==> src/rtl/booth_mult_sequencer.sv <==
// booth_mult_sequencer: FIFO-buffered operand feeder and product collector for a Booth multiplier.
// Optional BOOTH_SEQ_ZERO_BYPASS_EN returns 0 for zero operands without starting the multiplier.
module booth_mult_sequencer #(
  parameter int WIDTH      = 8,
  parameter int PROD_W     = 2*WIDTH-1,
  parameter int LATENCY    = 10,
  parameter int FIFO_DEPTH = 4
) (
  input  logic                            clk,
  input  logic                            rst,
  input  logic                            in_valid,
  output logic                            in_ready,
  input  logic [WIDTH-1:0]                in_mplier,
  input  logic [WIDTH-1:0]                in_mcand,
  output logic                            mul_st,
  output logic [WIDTH-1:0]                mul_mplier,
  output logic [WIDTH-1:0]                mul_mcand,
  input  logic [PROD_W-1:0]               mul_product,
  output logic                            out_valid,
  input  logic                            out_ready,
  output logic [PROD_W-1:0]               out_product,
  output logic                            busy,
  output logic [$clog2(FIFO_DEPTH):0]     fifo_count
);
  localparam int AW = $clog2(FIFO_DEPTH);
  localparam int CW = $clog2(LATENCY+1);
  typedef enum logic [2:0] {IDLE, LOAD, START, WAIT, OUT} state_t;
  state_t                state_q, state_d;
  logic [2*WIDTH-1:0]    mem_q [FIFO_DEPTH];
  logic [AW-1:0]         wr_q, wr_d, rd_q, rd_d;
  logic [AW:0]           cnt_q, cnt_d;
  logic [CW-1:0]         lat_q, lat_d;
  logic [WIDTH-1:0]      mplier_q, mplier_d, mcand_q, mcand_d;
  logic                  st_q, st_d, ov_q, ov_d;
  logic [PROD_W-1:0]     prod_q, prod_d;
  logic                  push, pop, empty;
  assign in_ready    = (cnt_q != (AW+1)'(FIFO_DEPTH)) && !rst;
  assign push        = in_valid && in_ready;
  assign empty       = cnt_q == '0;
  assign mul_st      = st_q;
  assign mul_mplier  = mplier_q;
  assign mul_mcand   = mcand_q;
  assign out_valid   = ov_q;
  assign out_product = prod_q;
  assign busy        = state_q != IDLE;
  assign fifo_count  = cnt_q;
  always_comb begin
    state_d  = state_q;
    lat_d    = lat_q;
    mplier_d = mplier_q;
    mcand_d  = mcand_q;
    ov_d     = ov_q;
    prod_d   = prod_q;
    st_d     = 1'b0;
    pop      = 1'b0;
    case (state_q)
      IDLE: begin
        pop     = !empty;
        state_d = empty ? IDLE : LOAD;
      end
      LOAD: begin
`ifdef BOOTH_SEQ_ZERO_BYPASS_EN
        if (mplier_q == '0 || mcand_q == '0) begin
          prod_d  = '0;
          ov_d    = 1'b1;
          state_d = OUT;
        end else begin
          st_d    = 1'b1;
          state_d = START;
        end
`else
        st_d    = 1'b1;
        state_d = START;
`endif
      end
      START: begin
        lat_d   = CW'(LATENCY-1);
        state_d = WAIT;
      end
      WAIT: begin
        lat_d   = (lat_q == '0) ? lat_q : lat_q - CW'(1);
        prod_d  = (lat_q == '0) ? mul_product : prod_q;
        ov_d    = lat_q == '0;
        state_d = (lat_q == '0) ? OUT : WAIT;
      end
      OUT: begin
        pop     = out_ready && !empty;
        ov_d    = !out_ready;
        state_d = !out_ready ? OUT : (empty ? IDLE : LOAD);
      end
      default: state_d = IDLE;
    endcase
    // popped pair goes straight into the operand registers, held until the next pop
    {mplier_d, mcand_d} = pop ? mem_q[rd_q] : {mplier_d, mcand_d};
    rd_d  = pop ? rd_q + AW'(1) : rd_q;
    wr_d  = push ? wr_q + AW'(1) : wr_q;
    cnt_d = cnt_q + {{AW{1'b0}}, push} - {{AW{1'b0}}, pop};
  end
  always_ff @(posedge clk) begin
    if (rst) begin
      state_q  <= IDLE;
      wr_q     <= '0;
      rd_q     <= '0;
      cnt_q    <= '0;
      lat_q    <= '0;
      mplier_q <= '0;
      mcand_q  <= '0;
      st_q     <= 1'b0;
      ov_q     <= 1'b0;
      prod_q   <= '0;
    end else begin
      state_q  <= state_d;
      wr_q     <= wr_d;
      rd_q     <= rd_d;
      cnt_q    <= cnt_d;
      lat_q    <= lat_d;
      mplier_q <= mplier_d;
      mcand_q  <= mcand_d;
      st_q     <= st_d;
      ov_q     <= ov_d;
      prod_q   <= prod_d;
    end
  end
  always_ff @(posedge clk) begin
    if (push) mem_q[wr_q] <= {in_mplier, in_mcand};
  end
endmodule

==> config.mk <==
export PLATFORM = sky130hd
export DESIGN_NAME = booth_mult_sequencer
export DESIGN_NICKNAME = d
export VERILOG_FILES = /design/src/rtl/booth_mult_sequencer.sv
export SDC_FILE = /design/constraint.sdc
export NUM_CORES = 1
export LEC_CHECK = 0
export ABC_AREA = 1
export CAP_MARGIN = 15
export CORE_MARGIN = 5
export CORE_UTILIZATION = 35
export DETAILED_ROUTE_END_ITERATION = 10
export HOLD_SLACK_MARGIN = 0.05
export SLEW_MARGIN = 15
export SYNTH_ARGS = -nofsm -noshare
export SYNTH_HDL_FRONTEND = slang
export SYNTH_SLANG_ARGS = --single-unit
==> constraint.sdc <==
create_clock -name clk -period 2.5 [get_ports clk]
set_input_delay 0.625 -clock clk [delete_from_list [all_inputs] [get_ports clk]]
set_output_delay 0.625 -clock clk [all_outputs]
set_load 0.03 [all_outputs]
Word level (Yosys, flattened, before mapping)

Memory sizes are Yosys's and may differ from the RTL's. A register that Yosys moved wholly into a read port is not among the register bits.
Index checks and enable logic that the tools add are counted.

Memory bits (writable): 64
Output and inout port bits: 38
Memories kept: 1
Flip-flop bits (word level): 31
Input bits: 35
Logic and storage cells: 45

Memories:

| name  | depth | bits a word | read ports | clocked after memory_dff | write ports | RTL line | source |
|---|---|---|---|---|---|---|---|
| mem_q | 4     | 16          | 1          | 1                        | 1           | 29       | `logic [2*WIDTH-1:0] mem_q [FIFO_DEPTH];` |

Eq/ne operators: 6
$add $sub $neg: 5
Reductions and logical operators: 14
Muxes and demuxes: 11

Operators with widths:

| kind                | number |
|---|---|
| $pmux 3 s5          | 1 |
| $pmux 4 s2          | 1 |
| $eq 3x2->1 const B  | 2 |
| $logic_not 3->1     | 2 |
| $mux 3              | 2 |
| $add 2x1->2 const B | 2 |
| $logic_not 4->1     | 1 |
| $mux 1              | 4 |
| $mux 4              | 1 |
| $pmux 1 s2          | 2 |
| $reduce_and 2->1    | 2 |
| $reduce_bool 2->1   | 2 |
| $sub 4x1->4 const B | 1 |
| $add 3x1->3         | 1 |
| $eq 3x1->1 const B  | 1 |
| $eq 3x3->1 const B  | 1 |
| $logic_and 1x1->1   | 3 |
| $logic_not 1->1     | 3 |
| $ne 3x3->1 const B  | 1 |
| $reduce_bool 3->1   | 1 |
| $sub 3x1->3         | 1 |
| $ne 2x2->1 const B  | 1 |

Longest topological paths before layout

Gate-level depths: netlist of run 1.

Word-level depth: 5
Depth in mapped cells: 12
Gate-level depth less buffers: 12

Least setup slack after synthesis of run 1

OpenSTA, ideal clock, no wires.

Path type: flip-flop to flip-flop
Start: reg cnt_q[1], in the netlist fifo_count[1]
End: reg cnt_q[2], in the netlist fifo_count[2]
Required time: 2.379 ns
Arrival time: 2.178 ns
Cell stages (with the launch flop): 12
Period minus slack after synthesis: 2.299 ns
Slack: 0.201 ns
Library setup time: 0.121 ns
Path buffers: 0
Cell sequence: dfxtp_1 -> inv_1 -> nand3_1 -> nand3_1 -> ha_1 -> inv_1 -> ha_1 -> inv_1 -> fa_1 -> xnor2_1 -> o21ai_0 -> a21oi_1

Longest elaborated chain between the ends: 5
Elaborated cells on any way between the ends: 9
Those cells by class: add/sub (2); eq/ne (1); mux (1); reduce/logical (5)

RTL lines:

| element                                                     | RTL line   | source |
|---|---|---|
| start: declaration                                          | 31         | `logic [AW:0] cnt_q, cnt_d;` |
| start signal: assignment                                    | 115        | `cnt_q <= cnt_d;` |
| $ne 3x3->1 / $logic_not 3->1 (equally long branches)        | 37, 39     |  |
| $logic_and 1x1->1 / $logic_not 1->1 (equally long branches) | 37, 58, 87 |  |
| $logic_and 1x1->1, on equally long branches                 | 38, 87     |  |
| $add 3x1->3 / $pmux 1 s2 (equally long branches)            | 97, 56     |  |
| $sub 3x1->3 (*)                                             | 97         | `cnt_d = cnt_q + {{AW{1'b0}}, push} - {{AW{1'b0}}, pop};` |

Mark *: on every way between the ends. The rest lies on a longest branch, timed or not.
A chain may end at the register's enable or synchronous reset.

Worst setup path after layout of run 1

Start: in out_ready
End: reg cnt_q[2], in the netlist fifo_count[2]

Longest elaborated chain between the ends: 3

RTL lines:

| element            | RTL line | source |
|---|---|---|
| start: declaration | 20       | `input logic out_ready,` |
| $logic_and 1x1->1  | 87       | `pop = out_ready && !empty;` |
| $pmux 1 s2         | 56       | `case (state_q)` |
| named net pop      | 36       | `logic push, pop, empty;` |
| $sub 3x1->3        | 97       |  |

The timed path passes the listed nets, and every way through them passes these cells.

==> results of run 1 <==
==> worst reg2reg max path: stages, from the launching register on <==
cell     delay, ns
dfxtp_1       0.45
inv_1         0.10
nand3_1       0.08
nand3_1       0.12
ha_1          0.31
inv_1         0.05
ha_1          0.13
inv_1         0.05
fa_2          0.33
xnor2_1       0.19
o21ai_0       0.10
a21oi_1       0.14
==> state kept, by name (all words and copies together) (netlist names), 3 cells and up <==
register and count:
state_q 3, mul_mcand 8, mul_mplier 8, mem_q 64, fifo_count 3, lat_q 4
out_product 15
==> cell families (layout without fill, tap and decap cells) <==
group	count (synthesis)	after routing
AOI/OAI and AO/OA	77	77
xor gates and xnor gates	3	3
adders and majority gates	9	9
buffers and inverters	59	140
DFF	111	111
and+or+nand+nor	191	191
==> per-layer routing <==
layer / vias up / global-route usage (%) / routed length (um) / part of all wire [%]
met3: 10 / 3.04 / 468 / 5.3
li1: 1617 / - / - / -
met5: - / 0 / 0 / 0
met2: 78 / 19.6 / 3870 / 44
met4: 0 / 4.20 / 125 / 1.4
met1: 1380 / 15.5 / 4310 / 49
==> worst max path at each step <==
stage	to
final	fifo_count[2]
after global routing	fifo_count[2]
after CTS	fifo_count[2]
after detailed placement	fifo_count[2]
after global placement	fifo_count[2]
after floorplan	fifo_count[2]
==> Yosys cell counts <==
master	instances
a21oi_1	9
nand2_1	48
buf_6	1
o211ai_1	1
clkbuf_2	1
inv_6	1
xor2_1	2
nor2_2	1
nand4_1	1
o21ai_0	51
buf_12	1
nand3_4	1
a31oi_1	1
o21ai_1	15
edfxtp_1	64
or2_1	1
nor2_4	2
nand3_1	9
nor2_1	125
nand3_2	1
dfxtp_1	47
clkbuf_1	6
ha_1	8
nor3b_1	1
nand2_2	1
inv_1	37
fa_1	1
buf_4	1
inv_2	2
buf_2	9
xnor2_1	1
==> area by class of cell <==
type | instances | area share, %
clock inverter | 5 | 0.733
inverter | 40 | 2.76
timing repair buffer | 84 | 14.4
multi-input combinational | 280 | 23.4
tap | 172 | 3.82
clock buffer | 11 | 4.13
sequential | 111 | 50.8
==> timing repair <==
item                       CTS  global route
hold endpoints to repair     0             0
gates resized for setup      0             1
setup buffers                0             0
setup endpoints to repair    0             1
==> where the power goes <==
part	total (mW)	internal [mW]	switching [mW]
Combinational	2.23	0.834	1.39
Clock	1.30	0.686	0.616
Sequential	2.33	2.19	0.142
Total	5.86	3.71	2.15
==> metrics by stage <==
step / worst slack (ns) / cell area (um2) / utilization [%] / total power [mW] / TNS (ns)
after detailed placement: -0.236 / 5350 / 42.8 / 4.62 / -0.236
after global routing: 0.0210 / 5630 / 45.0 / 6.27 / 0
after floorplan: 0.201 / 4440 / - / 3.89 / 0
after CTS: 0.108 / 5630 / 45.0 / 5.94 / 0
after global placement: -0.150 / 5350 / 42.8 / 4.57 / -0.150
final: 0.144 / 5630 / 45.0 / 5.86 / 0
==> results.cfg, run 1 <==
[final_layout]
multi_input_area_mm2 = 0.00132
n_fill_cell = 1223
layout_common_cells = 125 x nor2_1, 71 x clkdlybuf4s50_1, 64 x edfxtp_1
final_common_cell = nor2_1
final_cells = 703
drive_gt1_share_pct = 6.97
regArea_mm2 = 0.00286
antennaDiodeCount = 0
area_growth_pct = 26.8
nets = 570

[placed_design]
io_buffers = 72
detailed_place_hpwl_um = 5920
gp_congestion = 0.765
post-place-cells = 687

[worst_setup_path]
start_kind = primary input
r2r_slack_ns = 0.37
reg2reg_to = fifo_count[2]
cp.depth = 13
end_kind = flip-flop
slowest_stage = clkdlybuf4s50_1
crit_arrival_ns = 2.62
cp-startpoint = out_ready
r2r_cells = 11
path_buf_inv = 5
worst_path_largest_cell_delay_ns = 0.48
cp_cell_sequence = clkdlybuf4s50_1, inv_1, nand2_1, nand3_2, inv_1, ha_1, inv_1, ha_1, inv_1, fa_2, xnor2_1, o21ai_0, a21oi_1
crit_required_ns = 2.76
crit_family = buffers and inverters
r2r-start = fifo_count[1]
worst_path_most_repeated_cell = inv_1
crit_type = in -> reg
worst-path-max-fanout = 2

[logic_synthesis]
yosysWarnings = 0
synth_xor_area_share_pct = 0.592
avgSynthCellArea_um2 = 9.87
synth.distinct_cells = 31
yosys.area_share.simple_pct = 17.5
synth_top_cell_area_share_pct = 43.3
yosys.area_share.adder_pct = 2.70
ys_top_cells_by_area = edfxtp_1 43%, dfxtp_1 21%, nor2_1 11%, o21ai_0 5.7%, nand2_1 4.1%
synth_area_mm2 = 0.00444
synthCells = 450
synth_top_area_cell = edfxtp_1
synth_compound_area_share_pct = 8.76
ys_seq_area_share_pct = 64.5
synth_top_family_by_area = simple AND/OR/NAND/NOR gates
synth-seq-cells = 111
syn_nets = 494
synth.area.mux_share_pct = 0

[sta]
fin_skew_ns = 0.0111
layout_worst_path_cycle_share_pct = 94.2
slew_violations = 0
max_freq_mhz = 424
whs_ns = 0.487
finalHoldViolations = 0
worst_pin_slew_ns = 0.465
rsz0062_at_grt = false
layout_min_cycle_time_ns = 2.36
setup_violations = 0
slew_headroom_pct = 68.9

[drt]
drt-pass1-iter-count = 5
postRouteAntennaNets = 0
drc_errors = 0
wire_per_inst_um = 12.5
drtIter0Drc = 158
avgViaCountPerCell = 4.39
vias = 3085
wirelength_um = 8770

[worst_hold_path]
min_path_type = reg -> reg
hold_start = out_product[2]
whs_path_depth = 2
min_to = out_product[2]

[floorplan]
die_x_um = 123
dieHeight_um = 123
start_util_pct = 35.5
die_area_mm2 = 0.0150
core_mm2 = 0.0125
ioPinCount = 73
rows = 41

[clocking]
cts.hold.buffers_added = 0
cts_sinks = 111
clk_path_buf_depth = 2
htreeDepth = 3
cts_root_buf = clkbuf_16
tritoncts = built
clkLatencyLatePin_ns = 0.34
cts_made_buffers = 9
path_clk_slew_ns = 0.06

[power]
leakagePower_nw = 2.10
max-vdd-ir-drop_mv = 0.457
powerDensity_mw_per_mm2 = 1040

[flow_run]
drv_cap = 0

[outcome]
status = finished, final reports clean

[global_route]
grt_start_max_net_pins = 36
grt_overflow = 0
grt_pass1_wl_um = 14000
grt_pass1_vias = 2881
track_usage_pct = 12.0
grt_antenna_before_repair = 0
(Power assumes the default switching activity.)
==> run 2: changes to the inputs <==
Settings changed: CORE_ASPECT_RATIO set to 0.9.
==> results.cfg, run 2 (synthesized netlist as in run 1, its figures left out) <==
[worst_setup_path]
start_kind = primary input
worst-path-max-fanout = 2
cp_cell_sequence = clkdlybuf4s50_1, inv_1, nand2_1, nand3_2, inv_1, ha_1, inv_1, ha_1, inv_1, fa_1, xnor2_1, o21ai_0, a21oi_1
crit_arrival_ns = 2.60
crit_required_ns = 2.78
r2r-start = fifo_count[1]
crit_family = buffers and inverters
crit_type = in -> reg
worst_path_most_repeated_cell = inv_1
end_kind = flip-flop
worst_path_largest_cell_delay_ns = 0.49
r2r_slack_ns = 0.43
slowest_stage = clkdlybuf4s50_1
reg2reg_to = fifo_count[2]
r2r_cells = 12
path_buf_inv = 5

[final_layout]
nets = 569
n_fill_cell = 1186
largest_reg_flops = 64
regArea_mm2 = 0.00286
finalInstanceArea_mm2 = 0.00561
multi_input_area_mm2 = 0.00131
antennaDiodeCount = 0
max_flop_register = mem_q
post-route-util_pct = 44.5
layout_common_cells = 125 x nor2_1, 71 x clkdlybuf4s50_1, 64 x edfxtp_1
final_common_cell = nor2_1
drive_gt1_share_pct = 6.60
area_growth_pct = 26.3

[worst_hold_path]
hold_start = out_product[2]
min_to = out_product[2]
whs_path_depth = 2
min_path_type = reg -> reg

[clocking]
cts_root_buf = clkbuf_16
path_clk_slew_ns = 0.06
cts_sinks = 111
cts_setup_buffers = 0
cts_made_buffers = 9
cts.hold.buffers_added = 0
ctsResizeCount = 0
tritoncts = built
clk_path_buf_depth = 2
htreeDepth = 3
clkLatencyLatePin_ns = 0.35

[global_route]
track_usage_pct = 12.6
grt_antenna_before_repair = 0
grt_pass1_wl_um = 14800
grt_pass1_vias = 3004
grt_start_max_net_pins = 36
grt_overflow = 0

[power]
p_clk_share_pct = 22.5
p_int_mw = 3.70
max-vdd-ir-drop_mv = 0.469
p_total_mw = 5.86
pwr-share-seq_pct = 39.8
switchingPower_mw = 2.16
leakagePower_nw = 2.10
powerDensity_mw_per_mm2 = 1050
pwr-share-comb_pct = 37.7
swShare_pct = 36.9

[sta]
layout_min_cycle_time_ns = 2.32
max_freq_mhz = 431
layout_worst_path_cycle_share_pct = 92.7
worst_pin_slew_ns = 0.463
finalHoldViolations = 0
fin_skew_ns = 0.00711
slew_headroom_pct = 69.1
fin_ws_ns = 0.182
rsz0062_at_grt = false
slew_violations = 0
setup_violations = 0

[placed_design]
gp_congestion = 0.768
place_ws_ns = -0.172
detailed_place_hpwl_um = 5800
place_area_mm2 = 0.00534
io_buffers = 72

[drt]
drc_errors = 0
vias = 3102
avgViaCountPerCell = 4.47
postRouteAntennaNets = 0
wirelength_um = 8880
drt-pass1-iter-count = 4
drtIter0Drc = 159
wire_per_inst_um = 12.8

[flow_run]
drv_cap = 0

[floorplan]
rows = 39
core_mm2 = 0.0126
die_x_um = 129
die_area_mm2 = 0.0150
dieHeight_um = 117
ioPinCount = 73
start_util_pct = 35.3

[outcome]
status = finished, final reports clean
[run 2: layer usage]
| layer | up-vias | global-route usage [%] | share of wire (%) |
|---|---|---|---|
| met4 | 0 | 4.20 | 1.4 |
| li1 | 1613 | - | - |
| met5 | - | 0 | 0 |
| met3 | 10 | 4.36 | 6.0 |
| met2 | 72 | 20.2 | 44 |
| met1 | 1407 | 16.1 | 49 |
[run 2: stage by stage]
stage          hold slack (ns)  TNS, ns  instances
6_report                 0.482        0        694
5_1_grt                  0.501        0        694
4_1_cts                  0.487        0        694
3_5_place_dp             0.471   -0.172        678
3_3_place_gp             0.466   -0.154        678
2_1_floorplan            0.458        0        450
[run 2: worst max path at each step]
stage,from,end,slack (ns),depth (start not counted)
floorplan,fifo_count[1],fifo_count[2],0.20,11
global placement,out_ready,fifo_count[2],-0.15,13
detailed placement,out_ready,fifo_count[2],-0.17,13
CTS,rst,in_ready,0.19,4
global route,out_ready,fifo_count[2],0.01,13
finish,out_ready,fifo_count[2],0.18,13
[run 2: area by class of cell]
cell class,instances,share of cell area (%)
sequential,111,51.0
multi-input combinational,280,23.4
timing repair buffer,83,14.3
clock buffer,11,4.15
tap,164,3.66
inverter,40,2.77
clock inverter,5,0.692
[run 2: power groups by stage]
| stage | Sequential [mW] | Combinational [mW] | Clock [mW] |
|---|---|---|---|
| finish | 2.33 | 2.21 | 1.32 |
| floorplan | 2.65 | 1.25 | 0 |
| global placement | 2.36 | 2.21 | 0 |
| detailed placement | 2.37 | 2.23 | 0 |
| CTS | 2.33 | 2.24 | 1.38 |
| global route | 2.36 | 2.51 | 1.45 |
[run 2: tightest hold or removal path, cell delays in order (launching register included)]
cell	delay, ns
dfxtp_1	0.33
nor2_1	0.05
nor2_1	0.08
